--- src/rtl/demux_sched_pkg.sv ---
// rtl/demux_sched_pkg.sv - shared constants, state type and counter helper for demux_rr_scheduler
//
// Purpose: common definitions for the packet scheduler slice.
//   NUM_CH        number of demux output channels
//   SEL_W         width of a channel select
//   state_t       scheduler FSM state (IDLE, BUSY)
//   cnt_saturated 1 when a packet count has reached all-ones for its width

package demux_sched_pkg;

  localparam int NUM_CH = 4;
  localparam int SEL_W  = 2;

  typedef enum logic {
    IDLE = 1'b0,
    BUSY = 1'b1
  } state_t;

  // Counters are passed zero-extended so one helper serves any width up to 32.
  function automatic logic cnt_saturated(input logic [31:0] cnt, input int w);
    logic [31:0] max_val;
    max_val = (w >= 32) ? 32'hFFFF_FFFF : ((32'd1 << w) - 32'd1);
    return (cnt >= max_val);
  endfunction

endpackage

--- src/rtl/rr_pick4.sv ---
// rtl/rr_pick4.sv - combinational 4-way round-robin picker
//
// Purpose: choose the first enabled channel at or after ptr, wrapping mod 4.
// Ports:
//   mask       in  4  bit i = 1: channel i may be picked
//   ptr        in  2  highest-priority channel
//   grant      out 2  picked channel (don't-care when any_valid = 0)
//   any_valid  out 1  at least one channel enabled

module rr_pick4
  import demux_sched_pkg::*;
(
  input  logic [3:0]       mask,
  input  logic [SEL_W-1:0] ptr,
  output logic [SEL_W-1:0] grant,
  output logic             any_valid
);

  logic [SEL_W-1:0] idx;

  assign any_valid = |mask;

  // Walk from the farthest offset back to ptr so the nearest enabled
  // channel is the last one written and therefore wins.
  always_comb begin
    grant = ptr;
    idx   = ptr;
    for (int k = 3; k >= 0; k--) begin
      idx = ptr + SEL_W'(k);
      if (mask[idx]) begin
        grant = idx;
      end
    end
  end

endmodule

--- src/rtl/demux_rr_scheduler.sv ---
// rtl/demux_rr_scheduler.sv - per-packet round-robin scheduler for a 1-to-4 demux
//
// Purpose: grant each input packet to one enabled output channel in round-robin
// order, hold the selection until the last beat is accepted, and count packets
// per channel with saturation.
// Ports:
//   clk, rst    clock, asynchronous active-high reset
//   en_mask     in  4           channels allowed to receive a new packet
//   in_valid    in  1           input beat valid
//   in_data     in  DATA_W      input beat data
//   in_last     in  1           last beat of packet
//   in_ready    out 1           input beat accepted when in_valid & in_ready
//   out_valid   out 4           one-hot valid towards the selected channel
//   out_data    out DATA_W      shared data bus (copy of in_data)
//   out_last    out 1           copy of in_last
//   out_ready   in  4           per-channel ready
//   sel         out 2           current demux select
//   busy        out 1           packet in flight
//   pkt_cnt     out 4*CNT_W     channel i count at [i*CNT_W +: CNT_W]

module demux_rr_scheduler
  import demux_sched_pkg::*;
#(
  parameter int DATA_W = 8,
  parameter int CNT_W  = 8
) (
  input  logic                  clk,
  input  logic                  rst,
  input  logic [3:0]            en_mask,
  input  logic                  in_valid,
  input  logic [DATA_W-1:0]     in_data,
  input  logic                  in_last,
  output logic                  in_ready,
  output logic [3:0]            out_valid,
  output logic [DATA_W-1:0]     out_data,
  output logic                  out_last,
  input  logic [3:0]            out_ready,
  output logic [1:0]            sel,
  output logic                  busy,
  output logic [4*CNT_W-1:0]    pkt_cnt
);

  state_t           state_q, state_d;
  logic [SEL_W-1:0] sel_q;
  logic [SEL_W-1:0] ptr_q;
  logic [CNT_W-1:0] cnt_q [NUM_CH];

  logic [SEL_W-1:0] grant;
  logic             any_valid;
  logic             start;
  logic             done;

  rr_pick4 u_pick (
    .mask      (en_mask),
    .ptr       (ptr_q),
    .grant     (grant),
    .any_valid (any_valid)
  );

  // Data path is a straight wire; out_valid alone qualifies it.
  assign out_data = in_data;
  assign out_last = in_last;
  assign sel      = sel_q;

  assign start = (state_q == IDLE) && in_valid && any_valid;
  assign done  = (state_q == BUSY) && in_valid && out_ready[sel_q] && in_last;

  always_comb begin
    state_d   = state_q;
    in_ready  = 1'b0;
    out_valid = 4'b0000;
    busy      = 1'b0;
    case (state_q)
      IDLE: begin
        if (start) state_d = BUSY;
      end
      BUSY: begin
        busy             = 1'b1;
        in_ready         = out_ready[sel_q];
        out_valid[sel_q] = in_valid;
        if (done) state_d = IDLE;
      end
      default: state_d = IDLE;
    endcase
  end

  always_ff @(posedge clk or posedge rst) begin
    if (rst) begin
      state_q <= IDLE;
      sel_q   <= '0;
      ptr_q   <= '0;
      for (int i = 0; i < NUM_CH; i++) cnt_q[i] <= '0;
    end else begin
      state_q <= state_d;
      // sel is latched only at grant time so mask changes mid-packet are ignored.
      if (start) sel_q <= grant;
      if (done) begin
        ptr_q <= sel_q + SEL_W'(1);
        if (!cnt_saturated(32'(cnt_q[sel_q]), CNT_W)) begin
          cnt_q[sel_q] <= cnt_q[sel_q] + CNT_W'(1);
        end
      end
    end
  end

  for (genvar g = 0; g < NUM_CH; g++) begin : g_cnt
    assign pkt_cnt[g*CNT_W +: CNT_W] = cnt_q[g];
  end

endmodule

--- config.mk ---
export PLATFORM = sky130hd
export DESIGN_NAME = demux_rr_scheduler
export DESIGN_NICKNAME = d
export VERILOG_FILES = /design/src/rtl/demux_sched_pkg.sv /design/src/rtl/rr_pick4.sv /design/src/rtl/demux_rr_scheduler.sv
export SDC_FILE = /design/constraint.sdc
export NUM_CORES = 1
export LEC_CHECK = 0
export CAP_MARGIN = 0
export CORE_MARGIN = 2
export CORE_UTILIZATION = 50
export DETAILED_ROUTE_END_ITERATION = 6
export DONT_BUFFER_PORTS = 1
export PLACE_DENSITY = 0.71
export SLEW_MARGIN = 25
export SYNTH_ARGS = -nofsm -noshare
export SYNTH_HDL_FRONTEND = slang
export SYNTH_HIERARCHICAL = 1
export SYNTH_SLANG_ARGS = --single-unit
--- constraint.sdc ---
create_clock -name clk -period 2.7 [get_ports clk]
set_input_delay 0.81 -clock clk [delete_from_list [all_inputs] [get_ports clk]]
set_output_delay 0.81 -clock clk [all_outputs]
set_load 0.01 [all_outputs]
# After elaboration in Yosys (flattened, before gate mapping)
# Cells that the tools add are included.
# totals
ff_bits	37
inputBits	20
output_inout_bits	49
word_cells	62
# op_classes
n_addsub	5
magnitude_cmp	9
mux	28
bitwise	4
n_reduce_logical	9
# op_table
operator	count
32-bit bitwise mux	1
8-bit two-way mux	3
8-bit binary-select mux with 2-bit select	1
8-bit demux with 2-bit select	1
2-bit by 3-bit < comparator with 1-bit output, second input constant	5
1-bit binary-select mux with 2-bit select	5
1-bit two-way mux	10
8-bit by 1-bit adder with 8-bit output, second input constant	1
8-bit >= comparator, second input constant	1
2-bit two-way mux	4
1-bit logical AND	7
2-bit by 1-bit adder with 2-bit output, second input constant	2
2-bit adder, second input constant	2
4-bit AND	1
4-bit two-way mux	1
4-bit OR reduction	1
3-bit >= comparator, second input constant	1
3-bit by 1-bit < comparator with 1-bit output, second input constant	1
2-bit NOT with 3-bit output	1
1-bit demux with 2-bit select	1
2-bit by 1-bit >= comparator with 1-bit output, second input constant	1
1-bit NOT	2
1-bit case mux with 2 select lines	1
2-bit AND reduction	1

# Depth between registers and ports, before layout
# depth
word_depth	7
mapped_depth	7
mapped_depth_nobuf	6

# Hierarchy
# The synthesis kept the hierarchy.
# modules_own_cells
mod	instances	cells_per_inst	area_per_inst_um2	seq_area_each_um2
demux_rr_scheduler	1	142	2053.2	925.9
rr_pick4	1	16	100.1	0.0

# Least setup slack after synthesis
# No wires, ideal clock.
# synth_path
path_type	input port to output port
startpoint	input out_ready[1]
endpoint	output in_ready
arrival_ps	1514
required_time_ps	1890
slack_ps	376
cell_stages	2
path_buffers	0
path_cell_list	mux4_1 -> and2_1
# synth_via
elab_chain_len	3
# synth_rtl
element	line	rtl
from (decl)	demux_rr_scheduler.sv:37	input logic [3:0] out_ready,
1-bit binary-select mux with 2-bit select	demux_rr_scheduler.sv:79	in_ready = out_ready[sel_q];
1-bit two-way mux (implied by the code)	demux_rr_scheduler.sv:79	
1-bit two-way mux	demux_rr_scheduler.sv:73	case (state_q)
to (decl)	demux_rr_scheduler.sv:33	output logic in_ready,
# No other way between the ends. The select of a mux whose other input is x is not followed.

# Worst setup path in the final report
# layout_path
startpoint	register sel_q[1] (netlist: sel[1])
endpoint	output in_ready
# layout_via
elab_chain_len	3
# layout_rtl
element	line	rtl
from (decl)	demux_rr_scheduler.sv:44	logic [SEL_W-1:0] sel_q;
from (signal assigned)	demux_rr_scheduler.sv:96	if (start) sel_q <= grant;
1-bit binary-select mux with 2-bit select	demux_rr_scheduler.sv:79	
1-bit two-way mux (implied by the code)	demux_rr_scheduler.sv:79	
1-bit two-way mux	demux_rr_scheduler.sv:73	
# No other way between the ends. The select of a mux whose other input is x is not followed.

==> results.txt <==
----------------------------------------------------
[Timing]
  Final slew viol count ... 0
  Final critical path time including I/O delays and setup ... 2470 ps
  Final hold violations ... 0
  Peak Freq ... 404 MHz
  Number of endpoints failing setup at the final stage ... 0
  Layout Skew ... 8.14 ps
  Accumulated negative setup slack ... 0 ps
  Setup repair after global routing missed its margin ... false
  Fraction of the cycle the final worst path needs ... 91.6%
  Transition time at the pin with the least slew margin ... just over 500 ps
  Relative max-transition margin ... 66.0%

[Drt]
  DRC violation total after the first TritonRoute iteration ... 61
  Total Routed Length ... roughly 4300 um
  1st-pass router iterations ... 5
  DRC violation count after routing ... 0
  Vias per Instance ... between 6 and 7
  Via Count ... 1266
  Post-route ant nets ... 0
  Detailed-route wire length per cell ... between 20 and 25 um

[Cells and area]
  Layout-stage area growth over the synthesis result ... 4.47%
  Sequential cell area ... 927 um^2
  Share of cells above drive strength 1 ... 34.4%
  Highest-count cells in the layout ignoring fill and taps ... 36 x dfrtp_1, 24 x mux2_4, 16 x nand2_1
  Count of placed standard cells in the final layout, fillers left out ... 207
  Antenna diodes ... 0
  Post-route cell area ... 2250 um^2
  Final Util ... 55.1%
  Most common library cell in the layout ignoring fill and taps ... dfrtp_1
  Fillcell total ... 331
  Number of nets in the finished design ... between 150 and 200
  Multi-input combinational cell area ... 1120 um^2

[Synthesis]
  Share of Yosys cell area claimed by the top area cell type ... 43.0%
  Number of unique standard cell types used by synthesis ... 31
  Number of nets produced by synthesis ... 183
  Register bit count reported by yosys ... 37
  Sequential cell area fraction in the yosys report ... roughly 43%
  Synth top area cells ... dfrtp_1 43%, mux2_4 17%, mux4_2 6.3%, o211ai_4 4.0%, mux4_1 3.7%
  Async set-reset flop share out of synthesis ... 100%
  Top cell type by total area after synthesis ... dfrtp_1
  Number of instances in the synthesized netlist ... around 160
  Yosys synthesis warning count ... 6
  Number of enable flip-flop cells after synthesis ... 0
  Most instantiated flip-flop cell in the synthesis netlist ... dfrtp_1
  Area of the mapped netlist ... 2150 um^2
  Average cell area after synthesis ... 13.6 um^2

[GRT]
  First-pass GRT wire length ... 7110 um
  Met2 GRT Util ... approximately 29%
  Global Route met1 Usage ... 25.6%
  Number of global-route vias before repair ... between 1000 and 1500
  GRT Resource Usage Total ... 19.2%
  Aggregate global routing overflow ... 0
  Number of antenna violations at the first check in global routing ... 0
  Maximum number of pins on one net before global-route repair ... 38
  Met3 usage ... 8.28%
  Busiest layer in global routing ... met2

[Run status]
  Status ... completed

[Die]
  Area of the core ... 4090 um^2
  Effective utilization at floorplan ... a little over half
  Horizontal extent of the die ... just under 70 um
  I/O pins ... 69
  Number of rows in the core area ... 23
  Die area ... between 4000 and 5000 um^2
  Die height ... between 60 and 70 um

[Clock network]
  Clock Path Buffers ... 2
  TritonCTS clock tree ... built
  Clk_lat worst skew ... 290 ps
  Worst-path clk slew ... 70 ps
  Number of levels the H-tree was split into ... 2
  Root cell of the clock tree ... clkbuf_8
  Num Clock Sinks ... 37
  Post-CTS Hold Buffers ... 0
  CTS buffer count ... 5

[Pwr]
  Overall power ... roughly 1900 uW
  Leakage ... 0.00113 uW
  Largest voltage drop on the vdd net ... 0.408 mV
  Cell area power density ... 833 nW/um^2

[Worst setup path]
  Required arrival time at the worst endpoint ... between 1500 and 2000 ps
  Endpoint kind of the worst setup timing path ... output pin
  Critical Path AT ... between 1500 and 2000 ps
  Setup CP Type ... register to output pin
  Startpoint type of the worst setup path ... register
  Critical path fanouts, max ... 10

[Placement]
  Gp weighted congestion ... 0.762
  PortBufs ... 0
  Placed inst area ... 2150 um^2
  Placed cell count ... 199
  Sum of net half-perimeters after detailed placement ... 3110 um

[Min path]
  Class of the most critical hold timing path ... input port to asynchronous set/reset pin

[Flow run]
  Number of max-cap violations ... 0

----------------------------------------------------
## per-layer routing
layer,vias to the layer above,routed length (um),share of wire (%)
met1,651,1840,43
met4,0,58,1.3
met5,-,0,0
met3,7,343,7.9
li1,559,-,-
met2,49,2080,48
## synth_stat cells, types with 2 or more instances
cell type  instances
mux2_2             2
buf_4             10
ha_1               5
o21ai_0           11
mux2_4            24
xor2_1             4
a21oi_1            2
mux4_2             6
and2b_2            2
xnor2_1            2
nand3_1            2
and3_1             6
nor2_1             4
nand2_1           16
and2_1             2
o211ai_4           4
dfrtp_1           37
inv_1              4
mux4_1             3
## worst max-delay path: stages (launching register included)
cell and delay [ps]:
dfrtp_1 530, buf_4 280, mux4_1 330, and2_1 210
## state kept, by name, indices dropped and copies added, names as in the netlist
register and count:
pkt_cnt 32, sel 2, ptr_q 2, state_q 1
## repair_timing
action / 4_1_cts / 5_1_grt
setup buffers: 0 / 0
endpoints found under the setup margin: 0 / 1
gates resized for setup: 0 / 1
## path summary, 6_finish.rpt
| path | slack, ps | to | cells after the start | startpoint |
|---|---|---|---|---|
| min in group clk | 560 | ptr_q[0] | 2 | ptr_q[0] |
| max in group asynchronous | 1840 | sel[0] | 2 | rst |
| setup / recovery | 230 | in_ready | 3 | sel[1] |
| hold / removal | 500 | pkt_cnt[14] | 2 | rst |
| setup reg to reg | 340 | pkt_cnt[27] | 5 | sel[1] |
| hold reg to reg | 560 | ptr_q[0] | 2 | ptr_q[0] |
## per-stage QoR
step	hold WS (ps)	setup slack [ps]
detailed placement	533	279
global placement	510	309
floorplan	477	376
finish	503	228
global route	547	132
CTS	523	39.5
## area by class of cell
type,count,share of cell area (%)
clock buffers,7,4.28
clock inverters,1,0.222
inverters,4,0.667
multi-input cells,105,49.8
flip-flops and latches,37,41.2
well taps,50,2.78
repair buffers,3,1.00
## report_power, final
group / switching, uW / leakage (uW) / total, uW / internal (uW)
combinational: 310 / 0.000578 / 614 / 304
sequential: 180 / 0.000495 / 834 / 654
clock: 195 / 0.0000542 / 426 / 231
## logic make-up (layout without fill, tap and decap cells)
logic type | Yosys count | count (layout) | synth area share (%)
and+or+nand+nor | 40 | 40 | 11.1
adders and majority gates | 5 | 5 | 2.91
buffers and inverters | 16 | 15 | 4.94
muxes | 35 | 35 | 27.7
DFF | 37 | 37 | 43.0
AOI/OAI and AO/OA | 19 | 19 | 7.90
xor gates and xnor gates | 6 | 6 | 2.44
Note: power is estimated with default switching activity, not from simulation.
